===== src/rtl/bus_pkg.sv =====
// rtl/bus_pkg.sv - shared types, defaults and sizing helpers for the bus interconnect
package bus_pkg;

   localparam int DWidthDef        = 32;
   localparam int NumofSlaveDef    = 4;
   localparam int RegionShiftDef   = 28;
   localparam int TimeoutCyclesDef = 255;

   localparam int IdxW = DWidthDef - RegionShiftDef;

   typedef enum logic [1:0] {
      IDLE = 2'd0,
      DATA = 2'd1,
      ERR1 = 2'd2,
      ERR2 = 2'd3
   } state_t;

   typedef enum logic {
      CAUSE_UNMAPPED = 1'b0,
      CAUSE_TIMEOUT  = 1'b1
   } err_cause_t;

   // A disabled watchdog (0 cycles) still needs a 1-bit counter to keep widths legal.
   function automatic int cnt_width(input int timeout);
      return (timeout > 0) ? $clog2(timeout + 1) : 1;
   endfunction

   localparam int CntW = cnt_width(TimeoutCyclesDef);

endpackage


===== src/rtl/bus_addr_decoder.sv =====
// rtl/bus_addr_decoder.sv - region index to one-hot slave select and mapped flag
module bus_addr_decoder
   import bus_pkg::*;
#(
   parameter int DWidth      = DWidthDef,
   parameter int NumofSlave  = NumofSlaveDef,
   parameter int RegionShift = RegionShiftDef
) (
   input  logic [DWidth-RegionShift-1:0] idx_i,
   output logic [NumofSlave-1:0]         sel_o,
   output logic                          mapped_o
);

   localparam int RegIdxW = DWidth - RegionShift;
   // One extra bit so NumofSlave == 2^RegIdxW still compares correctly.
   localparam logic [RegIdxW:0] NumSlv = (RegIdxW+1)'(NumofSlave);

   assign mapped_o = ({1'b0, idx_i} < NumSlv);

   always_comb begin
      sel_o = '0;
      for (int i = 0; i < NumofSlave; i++) begin
         if (idx_i == RegIdxW'(i)) begin
            sel_o[i] = 1'b1;
         end
      end
   end

endmodule


===== src/rtl/bus_interconnect.sv =====
// rtl/bus_interconnect.sv - single-master N-slave interconnect with default slave,
// data-phase watchdog and first-error log.
module bus_interconnect
   import bus_pkg::*;
#(
   parameter int DWidth        = DWidthDef,
   parameter int NumofSlave    = NumofSlaveDef,
   parameter int RegionShift   = RegionShiftDef,
   parameter int TimeoutCycles = TimeoutCyclesDef
) (
   input  logic                             clk_i,
   input  logic                             rst_ni,
   input  logic [DWidth-1:0]                addr_i,
   input  logic                             trans_i,
   input  logic [NumofSlave-1:0][DWidth-1:0] rdata_i,
   input  logic [NumofSlave-1:0]            resp_i,
   input  logic [NumofSlave-1:0]            readyout_i,
   output logic [NumofSlave-1:0]            sel_o,
   output logic [NumofSlave-1:0]            abort_o,
   output logic [DWidth-1:0]                rdata_o,
   output logic                             resp_o,
   output logic                             ready_o,
   output logic                             err_valid_o,
   output logic [DWidth-1:0]                err_addr_o,
   output logic                             err_cause_o,
   input  logic                             err_clear_i
);

   localparam int               WdCntW  = cnt_width(TimeoutCycles);
   localparam bit               WdEn    = (TimeoutCycles > 0);
   localparam logic [WdCntW-1:0] CntLast = WdCntW'(TimeoutCycles - 1);

   state_t                  r_state;
   state_t                  w_state_nxt;
   logic [NumofSlave-1:0]   r_dsel;
   logic [DWidth-1:0]       r_daddr;
   logic [WdCntW-1:0]       r_cnt;
   logic                    r_err_valid;
   logic [DWidth-1:0]       r_err_addr;
   err_cause_t              r_err_cause;

   logic [NumofSlave-1:0]   w_sel;
   logic                    w_mapped;
   logic                    w_accept;
   logic                    w_slv_ready;
   logic                    w_slv_resp;
   logic [DWidth-1:0]       w_slv_rdata;
   logic                    w_timeout;
   logic                    w_capture;
   logic [DWidth-1:0]       w_cap_addr;
   err_cause_t              w_cap_cause;

   bus_addr_decoder #(
      .DWidth      (DWidth),
      .NumofSlave  (NumofSlave),
      .RegionShift (RegionShift)
   ) u_dec (
      .idx_i    (addr_i[DWidth-1:RegionShift]),
      .sel_o    (w_sel),
      .mapped_o (w_mapped)
   );

   assign sel_o = w_sel;

   // dsel is one-hot, so an AND-OR mux picks the active slave without an index.
   always_comb begin
      w_slv_rdata = '0;
      for (int i = 0; i < NumofSlave; i++) begin
         if (r_dsel[i]) begin
            w_slv_rdata = w_slv_rdata | rdata_i[i];
         end
      end
   end

   assign w_slv_ready = |(readyout_i & r_dsel);
   assign w_slv_resp  = |(resp_i & r_dsel);
   assign w_timeout   = WdEn && (r_state == DATA) && !w_slv_ready && (r_cnt == CntLast);
   assign w_accept    = trans_i && ready_o;

   always_ff @(posedge clk_i or negedge rst_ni) begin
      if (!rst_ni) begin
         r_state <= IDLE;
      end else begin
         r_state <= w_state_nxt;
      end
   end

   always_comb begin
      w_state_nxt = r_state;
      ready_o     = 1'b0;
      resp_o      = 1'b0;
      rdata_o     = '0;
      abort_o     = '0;
      unique case (r_state)
         IDLE: begin
            ready_o = 1'b1;
            if (trans_i) begin
               w_state_nxt = w_mapped ? DATA : ERR1;
            end
         end
         DATA: begin
            ready_o = w_slv_ready;
            resp_o  = w_slv_resp;
            rdata_o = w_slv_rdata;
            if (w_slv_ready) begin
               if (trans_i) begin
                  w_state_nxt = w_mapped ? DATA : ERR1;
               end else begin
                  w_state_nxt = IDLE;
               end
            end else if (w_timeout) begin
               w_state_nxt = ERR1;
               abort_o     = r_dsel;
            end
         end
         ERR1: begin
            resp_o      = 1'b1;
            w_state_nxt = ERR2;
         end
         ERR2: begin
            ready_o = 1'b1;
            resp_o  = 1'b1;
            if (trans_i) begin
               w_state_nxt = w_mapped ? DATA : ERR1;
            end else begin
               w_state_nxt = IDLE;
            end
         end
         default: w_state_nxt = IDLE;
      endcase
   end

   always_ff @(posedge clk_i or negedge rst_ni) begin
      if (!rst_ni) begin
         r_dsel  <= '0;
         r_daddr <= '0;
      end else if (w_accept) begin
         r_dsel  <= w_sel;
         r_daddr <= addr_i;
      end
   end

   // Every entry into DATA comes from a ready cycle, so clearing on ready covers both cases.
   always_ff @(posedge clk_i or negedge rst_ni) begin
      if (!rst_ni) begin
         r_cnt <= '0;
      end else if ((r_state == DATA) && !w_slv_ready) begin
         if (r_cnt != '1) begin
            r_cnt <= r_cnt + 1'b1;
         end
      end else begin
         r_cnt <= '0;
      end
   end

   // An unmapped error's address is the phase being accepted right now.
   assign w_cap_addr  = w_timeout ? r_daddr : addr_i;
   assign w_cap_cause = w_timeout ? CAUSE_TIMEOUT : CAUSE_UNMAPPED;
   assign w_capture   = (w_state_nxt == ERR1) && (!r_err_valid || err_clear_i);

   always_ff @(posedge clk_i or negedge rst_ni) begin
      if (!rst_ni) begin
         r_err_valid <= 1'b0;
         r_err_addr  <= '0;
         r_err_cause <= CAUSE_UNMAPPED;
      end else if (w_capture) begin
         r_err_valid <= 1'b1;
         r_err_addr  <= w_cap_addr;
         r_err_cause <= w_cap_cause;
      end else if (err_clear_i) begin
         r_err_valid <= 1'b0;
         r_err_addr  <= '0;
         r_err_cause <= CAUSE_UNMAPPED;
      end
   end

   assign err_valid_o = r_err_valid;
   assign err_addr_o  = r_err_addr;
   assign err_cause_o = r_err_cause;

endmodule


===== config.mk =====
export PLATFORM = sky130hd
export DESIGN_NAME = bus_interconnect
export DESIGN_NICKNAME = d
export VERILOG_FILES = /design/src/rtl/bus_pkg.sv /design/src/rtl/bus_addr_decoder.sv /design/src/rtl/bus_interconnect.sv
export SDC_FILE = /design/constraint.sdc
export NUM_CORES = 1
export LEC_CHECK = 0
export ABC_AREA = 1
export CAP_MARGIN = 20
export CORE_MARGIN = 2
export CORE_UTILIZATION = 41
export CTS_CLUSTER_DIAMETER = 80
export DETAILED_ROUTE_END_ITERATION = 8
export MAX_ROUTING_LAYER = met4
export PLACE_DENSITY = 0.81
export SETUP_SLACK_MARGIN = 0.4
export SLEW_MARGIN = 40
export SYNTH_ARGS = -nofsm -noshare
export SYNTH_HDL_FRONTEND = slang
export SYNTH_SLANG_ARGS = --single-unit
export TNS_END_PERCENT = 1

===== constraint.sdc =====
create_clock -name clk_i -period 2.4 [get_ports clk_i]
set_input_delay 0.36 -clock clk_i [delete_from_list [all_inputs] [get_ports clk_i]]
set_output_delay 0.36 -clock clk_i [all_outputs]
set_load 0.02 [all_outputs]

==> impl_results.md, run 1 <==
* Outcome: completed
* Final Cell Area at 0.00806 mm^2
* Register area at 0.00200 mm^2
* Reg2reg end: err_addr_o[21]$_DFFE_PN0P_
* CTS buffer count at 9
* Final setup fails at 0
* Yosys reg bits at 80
* # fillers at 896
* Post-synthesis instance area at 0.00485 mm^2
* Post-placement cell area at 0.00754 mm^2
* # DRC at 0
* Leakage power total at 3.52 nW
* Row cnt at 39
* Setup crit end kind: primary output
* Cell taking the most area after synthesis: dfrtp_1
* RSZ-0062 raised after global routing: true
* Flop-to-flop setup slack at 0.37 ns
* Worst-skew pair later-pin latency at 0.33 ns
* Commonest cells in the netlist: 123 x nand2_1, 80 x dfrtp_1, 71 x o21ai_0
* Async set-reset flop share out of synthesis at 1.00
* Final Cycle Share at 0.883
* Starting density of the core at 0.423
* Most common cell in the netlist: nand2_1
* Clock skew at 0.00611 ns
* Tightest Pin Transition at 0.650 ns
* Main area contributors after synthesis: dfrtp_1 41%, nand2_1 9.5%, o21ai_0 7.3%
* CP Max Fanout at 10
* Die ar. at 0.0127 mm^2
* First-pass GRT wire length at 28.2 mm
* P&R area growth vs syn at 66.3%
* DRT antenna net count at 0
* H-tree levels at 3
* Clk sink count at 80
* Syn Inst Count at 597
* CTS tree: yes
* Final Total Pwr at 7.91 mW
* Worst path required time at 2.04 ns
* Max transition margin at 0.567
* Vias per inst at 5.56
* Hold/Removal Path Class: input pin to asynchronous set/reset pin
* FF-to-FF path depth at 14
* Largest net degree at the start of global routing at 73
* Crit. Startpoint: r_dsel[0]$_DFFE_PN0P_
* Crit path largest cell delay at 0.44 ns
* CP Launch Type: register
* FMAX at 472 MHz
* First-pass iteration count of the detailed router at 5
* Fin cells at 997
* Layout Utilization at 0.703
* Core Region at 0.0115 mm^2
* Yosys synthesis warning count at 0
* Ratio of cells with drive above 1 in the final layout at 0.197
* Max IR drop VDD at 0.596 mV
* Crit path to: rdata_o[2]
* Clock root cell: clkbuf_16
* Die Width at 113 um
* Initial antenna violation count at 1
* 1st-iter DRT viols at 438
* Max Root-Sink Buffers at 2
* Post-synth EDFFs at 0
* Reg2Reg Launch Point: r_cnt[0]$_DFFE_PN0P_
* Placer Congestion at 0.940
* Final min period at 2.12 ns
* Port Buf Inserts at 247
* Die H at 113 um
* PwrDens at 982 mW/mm^2
* Max Slew Vio Count at 0
* Routed wire length per instance at 18.8 um
* Vias in the first global route at 5508
* Area of the multi-input gates at 0.00258 mm^2
* Max_cap viols at 0
* Leading register cell type out of synthesis: dfrtp_1
* Total track usage at 0.289
* Total congestion overflow at 0
* Syn Nets at 775
* CP max-delay cell: dfrtp_2
* Fin. Hold Viols at 0
* CP Cell Sequence: buf_4, a22o_1, a221oi_1, nor2_1, clkdlybuf4s15_2
* Clock-pin slew on the worst setup and hold paths at 0.06 ns
* WP data arrival at 1.76 ns
* Total Wirelength at 18.8 mm
* Io pins at 248
* Via count at 5543
* Cell variety after synth at 32
* Mapped Avg Cell Area at 8.12 um^2
* # hold bufs at CTS at 0
* Dpl cells at 975
* Register area share after synthesis at 0.413
* HPWL Detailed at 13.8 mm
* # nets final at 1026
* Yosys top cell area share at 0.413
* CP Class: register to primary output
-- worst max-delay path: cells and delay by family, from the launching register on --
kind                   cells  cell delay (ns)
AND/OR/NAND/NOR            1             0.08
AO/OA/AOI/OAI              2             0.44
buffers and inverters      2             0.46
flip-flops                 1             0.44
-- routing by layer --
layer  GRT usage  up-vias  wire [um]
li1            -     2581          -
met1       0.348     2658       7430
met2       0.491      258       9320
met3      0.0487       46       1380
met4       0.106        0        662
met5           -        -          0
-- registers in the layout, indices dropped and copies added (netlist names) --
name,count
r_daddr,32
err_cause_o,1
r_state,2
err_addr_o,32
err_valid_o,1
r_dsel,4
r_cnt,8
-- what timing repair did --
item	4_1_cts	5_1_grt
resized for setup	155	43
buffers inserted	0	2
endpoints found under the setup margin	76	81
pin swaps	0	7
cloned	0	3
-- kinds of logic after synthesis --
family	synth area share
xor gates and xnor gates	0.00181
adders and majority gates	0.0155
buffers and inverters	0.0965
AOI/OAI and AO/OA	0.214
and+or+nand+nor	0.259
DFF	0.413
-- worst min path at each step --
stage / to / from / cells past startpoint
2_1_floorplan: err_addr_o[0]$_DFFE_PN0P_ / rst_ni / 0
3_3_place_gp: r_daddr[3]$_DFFE_PN0P_ / r_daddr[3]$_DFFE_PN0P_ / 2
3_5_place_dp: r_daddr[18]$_DFFE_PN0P_ / rst_ni / 1
4_1_cts: r_daddr[18]$_DFFE_PN0P_ / rst_ni / 1
5_1_grt: r_daddr[18]$_DFFE_PN0P_ / rst_ni / 1
6_report: r_daddr[18]$_DFFE_PN0P_ / rst_ni / 1
-- cells in the final DEF (no fill, tap or decap), types with 6 or more instances in the layout --
cell type        count
a221oi_1            17
a221oi_2            15
a22o_1              34
buf_2               12
buf_4               29
buf_6                8
clkbuf_16           11
clkdlybuf4s15_2     26
clkdlybuf4s50_1    202
dfrtp_1             78
inv_1               50
nand2_1            119
nand2_2              6
nand3_1             10
nand3_2             27
nand4_1             33
nor2_1              46
o21ai_0             70
-- final cells by class --
class	instances	area share
timing repair buffer	287	0.350
multi-input combinational	413	0.320
sequential	80	0.249
clock buffer	13	0.0298
inverter	57	0.0276
tap	143	0.0222
clock inverter	3	0.00233
antenna	1	0.000310
-- where the power goes --
group | leakage (nW) | switching, mW | internal [mW]
Combinational | 2.36 | 2.59 | 1.96
Clock | 0.128 | 0.532 | 0.701
Sequential | 1.03 | 0.285 | 1.84
-- stage by stage --
step           hold WS [ns]  setup TNS [ns]  setup slack (ns)
4_1_cts              0.0608               0             0.301
5_1_grt              0.0800               0             0.245
3_5_place_dp          0.416          -0.326           -0.0639
3_3_place_gp          0.467        -0.00304          -0.00163
2_1_floorplan        0.0644               0             0.494
6_report             0.0218               0             0.281
Power figures use the tool's default switching activity.
==> run 2, diff against run 1 <==
--- a/config.mk
+++ b/config.mk
@@ -14,6 +14,7 @@
 export MAX_ROUTING_LAYER = met4
 export PLACE_DENSITY = 0.81
 export SETUP_SLACK_MARGIN = 0.4
+export SKIP_LAST_GASP = 1
 export SLEW_MARGIN = 40
 export SYNTH_ARGS = -nofsm -noshare
 export SYNTH_HDL_FRONTEND = slang
==> results of run 2 <==
No change in the layout: final DEF, timing and power equal those of run 1.
==> run 3, diff against run 2 <==
--- a/config.mk
+++ b/config.mk
@@ -10,6 +10,7 @@
 export CORE_MARGIN = 2
 export CORE_UTILIZATION = 41
 export CTS_CLUSTER_DIAMETER = 80
+export CTS_CLUSTER_SIZE = 25
 export DETAILED_ROUTE_END_ITERATION = 8
 export MAX_ROUTING_LAYER = met4
 export PLACE_DENSITY = 0.81
==> results of run 3 <==
No change in the layout: final DEF, timing and power equal those of run 1.
